File: src/rtl/uart_cmd_decoder_if.sv
// ---------------------------------------------------------------------------
// uart_cmd_decoder_if
//   Bundles the byte stream from the UART receiver, the controller busy flag
//   and the decoded command outputs of uart_cmd_decoder.
//
//   Signals:
//     rx_data    [7:0]  received byte, qualified by rx_valid
//     rx_valid          single-cycle byte strobe
//     ctrlr_busy        controller busy; a command is issued only when low
//     cmd        [3:0]  decoded function code
//     addr       [31:0] operand address
//     data       [31:0] write data
//     out_valid         one-cycle command-valid pulse
//     frame_err         one-cycle pulse when a frame is dropped
//     rx_overrun        one-cycle pulse when a byte is discarded
//
//   Modports:
//     master : the decoder (consumes bytes, produces commands)
//     slave  : the environment (UART receiver + controller side)
// ---------------------------------------------------------------------------
`timescale 1ns/1ps

interface uart_cmd_decoder_if;
    logic [7:0]  rx_data;
    logic        rx_valid;
    logic        ctrlr_busy;
    logic [3:0]  cmd;
    logic [31:0] addr;
    logic [31:0] data;
    logic        out_valid;
    logic        frame_err;
    logic        rx_overrun;

    modport master (
        input  rx_data, rx_valid, ctrlr_busy,
        output cmd, addr, data, out_valid, frame_err, rx_overrun
    );

    modport slave (
        output rx_data, rx_valid, ctrlr_busy,
        input  cmd, addr, data, out_valid, frame_err, rx_overrun
    );
endinterface

File: src/rtl/uart_cmd_decoder.sv
// ---------------------------------------------------------------------------
// uart_cmd_decoder
//   Assembles UART bytes into a debugger command (4-bit code, optional 32-bit
//   address, optional 32-bit write data) and hands it to the controller with
//   a one-cycle out_valid pulse once the controller is not busy. Malformed or
//   stalled frames are dropped with a frame_err pulse; bytes arriving while a
//   command is pending are dropped with an rx_overrun pulse.
//
//   Parameters:
//     TIMEOUT_CYCLES : max idle cycles between bytes of one frame (>= 2)
//
//   Ports:
//     clk   : system clock, rising edge
//     rst_n : asynchronous active-low reset
//     bus   : uart_cmd_decoder_if.master (byte input, busy, command outputs)
//
//   Build option:
//     UART_CMD_CHECKSUM_EN : when defined, every frame carries a trailing XOR
//                            checksum byte checked in state S_CSUM.
// ---------------------------------------------------------------------------
`timescale 1ns/1ps

module uart_cmd_decoder #(
    parameter int TIMEOUT_CYCLES = 1_000_000
) (
    input  logic               clk,
    input  logic               rst_n,
    uart_cmd_decoder_if.master bus
);

    localparam int                TCNT_W    = $clog2(TIMEOUT_CYCLES + 1);
    localparam logic [TCNT_W-1:0] TCNT_LAST = TCNT_W'(TIMEOUT_CYCLES - 1);

    typedef enum logic [2:0] {
        S_CMD,
        S_OPER,
`ifdef UART_CMD_CHECKSUM_EN
        S_CSUM,
`endif
        S_WAIT,
        S_ISSUE
    } state_t;

    // Number of operand bytes that follow a given function code.
    function automatic logic [3:0] oper_count(input logic [3:0] code);
        if (code <= 4'h5)      return 4'd0;
        else if (code <= 4'hA) return 4'd4;
        else                   return 4'd8;
    endfunction

    state_t            r_state;
    logic [3:0]        r_cmd;
    logic [31:0]       r_addr;
    logic [31:0]       r_data;
    logic [2:0]        r_opcnt;
    logic [TCNT_W-1:0] r_tcnt;
    logic              r_out_valid;
    logic              r_frame_err;
    logic              r_rx_overrun;
`ifdef UART_CMD_CHECKSUM_EN
    logic [7:0]        r_csum;
`endif

    logic       w_cmd_legal;
    logic [3:0] w_new_n;
    logic       w_last_oper;
    logic       w_tmo;

    assign w_cmd_legal = (bus.rx_data[7:4] == 4'h0) &&
                         (bus.rx_data[3:0] >= 4'h1) &&
                         (bus.rx_data[3:0] <= 4'hD);
    assign w_new_n     = oper_count(bus.rx_data[3:0]);
    // Only evaluated in S_OPER, where the count is 4 or 8, so no underflow.
    assign w_last_oper = ({1'b0, r_opcnt} == (oper_count(r_cmd) - 4'd1));
    // The counter would reach TIMEOUT_CYCLES at this edge; a byte in the
    // same cycle takes priority.
    assign w_tmo       = (r_tcnt == TCNT_LAST);

    always_ff @(posedge clk or negedge rst_n) begin
        if (!rst_n) begin
            r_state      <= S_CMD;
            r_cmd        <= 4'h0;
            r_addr       <= 32'h0;
            r_data       <= 32'h0;
            r_opcnt      <= 3'd0;
            r_tcnt       <= '0;
            r_out_valid  <= 1'b0;
            r_frame_err  <= 1'b0;
            r_rx_overrun <= 1'b0;
`ifdef UART_CMD_CHECKSUM_EN
            r_csum       <= 8'h00;
`endif
        end else begin
            // NOTE: pulses default low here and are overridden below; with
            // non-blocking assignments the last write in the block wins, so
            // every pulse is exactly one cycle without extra clear logic.
            r_out_valid  <= 1'b0;
            r_frame_err  <= 1'b0;
            r_rx_overrun <= 1'b0;

            case (r_state)
                S_CMD: begin
                    if (bus.rx_valid) begin
                        if (!w_cmd_legal) begin
                            r_frame_err <= 1'b1;
                        end else begin
                            r_cmd   <= bus.rx_data[3:0];
                            r_addr  <= 32'h0;
                            r_data  <= 32'h0;
                            r_opcnt <= 3'd0;
                            r_tcnt  <= '0;
`ifdef UART_CMD_CHECKSUM_EN
                            r_csum  <= bus.rx_data;
                            r_state <= (w_new_n == 4'd0) ? S_CSUM : S_OPER;
`else
                            r_state <= (w_new_n == 4'd0) ? S_WAIT : S_OPER;
`endif
                        end
                    end
                end

                S_OPER: begin
                    if (bus.rx_valid) begin
                        r_tcnt <= '0;
                        // Bytes 0-3 build the address, bytes 4-7 the data.
                        if (!r_opcnt[2]) r_addr <= {r_addr[23:0], bus.rx_data};
                        else             r_data <= {r_data[23:0], bus.rx_data};
                        r_opcnt <= r_opcnt + 3'd1;
`ifdef UART_CMD_CHECKSUM_EN
                        r_csum  <= r_csum ^ bus.rx_data;
                        if (w_last_oper) r_state <= S_CSUM;
`else
                        if (w_last_oper) r_state <= S_WAIT;
`endif
                    end else if (w_tmo) begin
                        r_frame_err <= 1'b1;
                        r_tcnt      <= '0;
                        r_state     <= S_CMD;
                    end else begin
                        r_tcnt <= r_tcnt + TCNT_W'(1);
                    end
                end

`ifdef UART_CMD_CHECKSUM_EN
                S_CSUM: begin
                    if (bus.rx_valid) begin
                        r_tcnt <= '0;
                        if (bus.rx_data == r_csum) begin
                            r_state <= S_WAIT;
                        end else begin
                            r_frame_err <= 1'b1;
                            r_state     <= S_CMD;
                        end
                    end else if (w_tmo) begin
                        r_frame_err <= 1'b1;
                        r_tcnt      <= '0;
                        r_state     <= S_CMD;
                    end else begin
                        r_tcnt <= r_tcnt + TCNT_W'(1);
                    end
                end
`endif

                S_WAIT: begin
                    if (bus.rx_valid) r_rx_overrun <= 1'b1;
                    // out_valid is set on the transition so it is high for
                    // exactly the cycle spent in S_ISSUE.
                    if (!bus.ctrlr_busy) begin
                        r_out_valid <= 1'b1;
                        r_state     <= S_ISSUE;
                    end
                end

                S_ISSUE: begin
                    if (bus.rx_valid) r_rx_overrun <= 1'b1;
                    r_state <= S_CMD;
                end

                default: r_state <= S_CMD;
            endcase
        end
    end

    assign bus.cmd        = r_cmd;
    assign bus.addr       = r_addr;
    assign bus.data       = r_data;
    assign bus.out_valid  = r_out_valid;
    assign bus.frame_err  = r_frame_err;
    assign bus.rx_overrun = r_rx_overrun;

endmodule
File: src/flat_wrapper.sv
// flat-port wrapper written by rule: the top's interface ports become plain ports
module uart_cmd_decoder_flat 
#(
    parameter int TIMEOUT_CYCLES = 1_000_000
)
  (clk, rst_n, bus_rx_data, bus_rx_valid, bus_ctrlr_busy, bus_cmd, bus_addr, bus_data, bus_out_valid, bus_frame_err, bus_rx_overrun);
  uart_cmd_decoder_if bus_i ();
  input  logic clk;
  input  logic rst_n;
  input wire logic [$bits(bus_i.rx_data)-1:0] bus_rx_data;
  input wire logic [$bits(bus_i.rx_valid)-1:0] bus_rx_valid;
  input wire logic [$bits(bus_i.ctrlr_busy)-1:0] bus_ctrlr_busy;
  output wire logic [$bits(bus_i.cmd)-1:0] bus_cmd;
  output wire logic [$bits(bus_i.addr)-1:0] bus_addr;
  output wire logic [$bits(bus_i.data)-1:0] bus_data;
  output wire logic [$bits(bus_i.out_valid)-1:0] bus_out_valid;
  output wire logic [$bits(bus_i.frame_err)-1:0] bus_frame_err;
  output wire logic [$bits(bus_i.rx_overrun)-1:0] bus_rx_overrun;
  assign bus_i.rx_data = bus_rx_data;
  assign bus_i.rx_valid = bus_rx_valid;
  assign bus_i.ctrlr_busy = bus_ctrlr_busy;
  assign bus_cmd = bus_i.cmd;
  assign bus_addr = bus_i.addr;
  assign bus_data = bus_i.data;
  assign bus_out_valid = bus_i.out_valid;
  assign bus_frame_err = bus_i.frame_err;
  assign bus_rx_overrun = bus_i.rx_overrun;
  uart_cmd_decoder #(.TIMEOUT_CYCLES(TIMEOUT_CYCLES)) u_core (.clk(clk), .rst_n(rst_n), .bus(bus_i));
endmodule
File: config.mk
export PLATFORM = sky130hd
export DESIGN_NAME = uart_cmd_decoder_flat
export DESIGN_NICKNAME = d
export VERILOG_FILES = /design/src/rtl/uart_cmd_decoder_if.sv /design/src/rtl/uart_cmd_decoder.sv /design/src/flat_wrapper.sv
export SDC_FILE = /design/constraint.sdc
export NUM_CORES = 1
export LEC_CHECK = 0
export BUFFER_PORTS_ARGS = -buffer_cell sky130_fd_sc_hd__buf_2
export CELL_PAD_IN_SITES_DETAIL_PLACEMENT = 0
export CELL_PAD_IN_SITES_GLOBAL_PLACEMENT = 1
export CORE_MARGIN = 5
export CORE_UTILIZATION = 39
export CTS_CLUSTER_SIZE = 30
export DETAILED_ROUTE_END_ITERATION = 12
export GPL_TIMING_DRIVEN = 0
export PLACE_DENSITY = 0.81
export SYNTH_ARGS = -nofsm -noshare
export SYNTH_HDL_FRONTEND = slang
export SYNTH_SLANG_ARGS = --single-unit
File: constraint.sdc
create_clock -name clk -period 2 [get_ports clk]
set_input_delay 0.2 -clock clk [delete_from_list [all_inputs] [get_ports clk]]
set_output_delay 0.2 -clock clk [all_outputs]
set_load 0.01 [all_outputs]
==> results.yml <==
critical_path:
  worstReg2RegStart: "u_core.r_tcnt[8]"
  cp-end-kind: "register"
  crit_type: "register to register"
  cp_data_arrival_time_ps: 2190
  critPathLaunchType: "register"
  cp_max_fo: 10
  max_stage_delay_ps: 460
  cpMostUsedCell: "a21o_1"
  worst-r2r-setup-slack_ps: 60
  r2r_cells: 7
  cp_cell_sequence: "buf_2 -> nand2b_1 -> nor4_1 -> a21oi_2 -> buf_4 -> a21o_1 -> a21o_1"
  cp_slowest_cell: "nor4_1"
  crit_required_ps: 2260
  r2r-end: "u_core.r_tcnt[3]"
die:
  core_area_um2: 10300
  dieArea_um2: 12600
  dieHeight_um: 112
  dieWidth_um: 112
  io_pins: 83
  initial_core_util_pct: 39.7
  rows: 37
logic_synthesis:
  syn_area_um2: 4080
  synthTopCellsByArea: "dfrtp_1, a22o_1, nand3_1"
  synth.top_cells.by_count: "dfrtp_1, a22o_1, nand2_1"
  syn_avg_cell_area_um2: 12.2
  yosysTopAreaCell: "dfrtp_1"
  synth_cell_types: 50
  synthCells: 334
  ys_ff_latch: 96
  yosys_warnings: 0
  async_flop_share_pct: 100
  yosysSeqAreaShare_pct: 58.9
  synth_flop_cell: "dfrtp_1"
  synth-edff-count: 0
  synth_top_area_share_pct: 58.9
  yosysMostFrequentCell: "dfrtp_1"
  syn_nets: 348
detailed_routing:
  drc: 0
  viasPerCell: 5.54
  drt_first_pass_iters: 4
  ant_nets: 0
  wl_per_cell_um: 17.3
  routed_wl_mm: 9.93
  initialDrtViolationCount: 141
  num_vias: 3179
sta:
  clock_skew_ps: 12.6
  final_max_slew_viol_count: 0
  slew_headroom_pct: 63.2
  setup_slack_ps: 62.5
  rsz0062_at_grt: "no"
  period_needed_ps: 1940
  post-route-period-util_pct: 96.9
  hold_violations: 0
  setup_violations: 0
  worstMarginPinSlew_ps: 552
  fmax_mhz: 516
hold_path:
  min_from: "bus_ctrlr_busy"
  min_path_type: "input port to register"
  whs_endpoint: "u_core.bus.out_valid"
  min_delay_path_depth: 2
place:
  dp_hpwl_mm: 7.03
  pre_cts_slack_ps: -296
  globalplace.congestion: 0.814
  port_buffers: 82
  placed_cells: 553
cts:
  cts_num_sinks: 96
  h-tree-depth: 3
  clk_pin_slew_ps: 90
  cts_tree: "yes"
  ctsLongestPathBuffers: 2
  cts_root_buf: "clkbuf_8"
  cts_buffers: 9
  worstSkewPairLatency_ps: 370
finish:
  layout-drive-gt1-share_pct: 30.6
  nets: 447
  areaGrowthSynthToFinish_pct: 22.1
  final_cells: 574
  antenna_cells: 0
power_and_ir_drop:
  power_uw: 6730
  power_density_nw_per_um2: 1350
  ir_worst_vdd_mv: 0.553
  p_leak_uw: 0.00251
run:
  drv_cap: 0
global_route:
  grt_start_max_net_pins: 57
  grt_pass1_wl_mm: 16.2
  overflow: 0
  grt_use_total_pct: 15.9
  grt_pass1_vias: 3098
  antenna_found_initial: 0
status:
  status: "finished clean"
layout make-up:
cell class	instances	area, um2
Buffer	24	163
Clock buffer	10	128
Clock inverter	6	91.3
Fill cell	945	5300
Inverter	3	11.3
Multi-Input combinational cell	211	1540
Sequential cell	96	2400
Tap cell	136	170
Timing Repair Buffer	88	480
stage by stage:
stage | util, % | setup TNS [ps] | hold WS (ps) | cell area [um2]
4_1_cts | 48.2 | 0 | 6.58 | 4950
2_1_floorplan | - | 0 | -95.6 | 4080
6_report | 48.5 | 0 | 18.3 | 4980
5_1_grt | 48.5 | 0 | 2.19 | 4980
3_5_place_dp | 45.6 | -2890 | 228 | 4690
3_3_place_gp | 45.3 | -23820 | 399 | 4660
cells by family (layout without fill, tap and decap cells):
| kind of cell | Yosys count | in the layout | synth area share [%] |
|---|---|---|---|
| DFF | 96 | 96 | 58.9 |
| xor gates and xnor gates | 3 | 3 | 0.644 |
| buffers and inverters | 27 | 131 | 3.93 |
| muxes | 7 | 7 | 1.84 |
| adders and majority gates | 2 | 2 | 0.613 |
| AOI/OAI and AO/OA | 111 | 111 | 22.0 |
| and+or+nand+nor | 88 | 88 | 12.1 |
cell usage in the layout (no fill, tap or decap), types with 3 or more instances in the layout:
cell type	count
a41oi_1	3
and3_1	5
or4_1	3
nor2_1	5
buf_2	85
clkbuf_2	6
a31oi_1	7
nor3_1	3
nor4_1	3
o21ai_0	8
clkbuf_8	9
nand3_1	18
and2_1	3
nand2b_1	3
inv_1	3
dfrtp_1	96
a21oi_1	7
buf_4	6
mux2_1	4
a22o_1	66
or3_1	3
nand2_1	23
a21o_1	4
buf_6	7
mux2i_1	3
clkbuf_1	5
timing repair:
| item | in CTS | in global routing |
|---|---|---|
| resized for setup | 8 | 11 |
| pin swaps | 0 | 0 |
| setup buffers | 2 | 2 |
| endpoints found under the setup margin | 20 | 50 |
| hold endpoints to repair | 40 | 0 |
| hold buffers | 1 | 0 |
routing by layer:
layer	GRT usage, %	vias up	routed length (um)
met4	3.69	0	110
li1	-	1472	-
met1	21.3	1599	4490
met2	25.8	97	4700
met3	4.69	11	627
met5	0	-	0
sequential cells by signal, summed over array words and instances (netlist names):
register and count:
u_core.bus.addr 32, u_core.bus.data 32, u_core.r_tcnt 20, u_core.bus.cmd 4, u_core.r_opcnt 3, u_core.r_state 2, u_core.bus.frame_err 1, u_core.bus.out_valid 1
u_core.bus.rx_overrun 1
worst max path at each step:
stage	from	endpoint	slack (ps)	depth (start not counted)
CTS	u_core.r_state[1]	u_core.bus.data[30]	20	6
floorplan	u_core.r_tcnt[0]	u_core.r_tcnt[18]	40	7
finish	u_core.r_tcnt[8]	u_core.r_tcnt[3]	60	7
detailed placement	u_core.r_tcnt[0]	u_core.r_tcnt[13]	-300	7
global route	u_core.r_tcnt[8]	u_core.r_tcnt[3]	2	7
global placement	u_core.r_tcnt[0]	u_core.r_tcnt[9]	-240	7
worst max-delay path, delay by kind of cell, from the launching register on:
kind / cells / cell delay (ps)
AND/OR/NAND/NOR: 2 / 610
flip-flops: 1 / 360
AO/OA/AOI/OAI: 3 / 480
buffers and inverters: 2 / 370
power by group:
| part | leakage (uW) | internal [uW] | switching [uW] | total, uW |
|---|---|---|---|---|
| registers | 0.00127 | 2570 | 511 | 3080 |
| logic | 0.00113 | 1090 | 1170 | 2260 |
| clock network | 0.000111 | 712 | 678 | 1390 |
| total | 0.00251 | 4370 | 2360 | 6730 |
(Power assumes the default switching activity.)
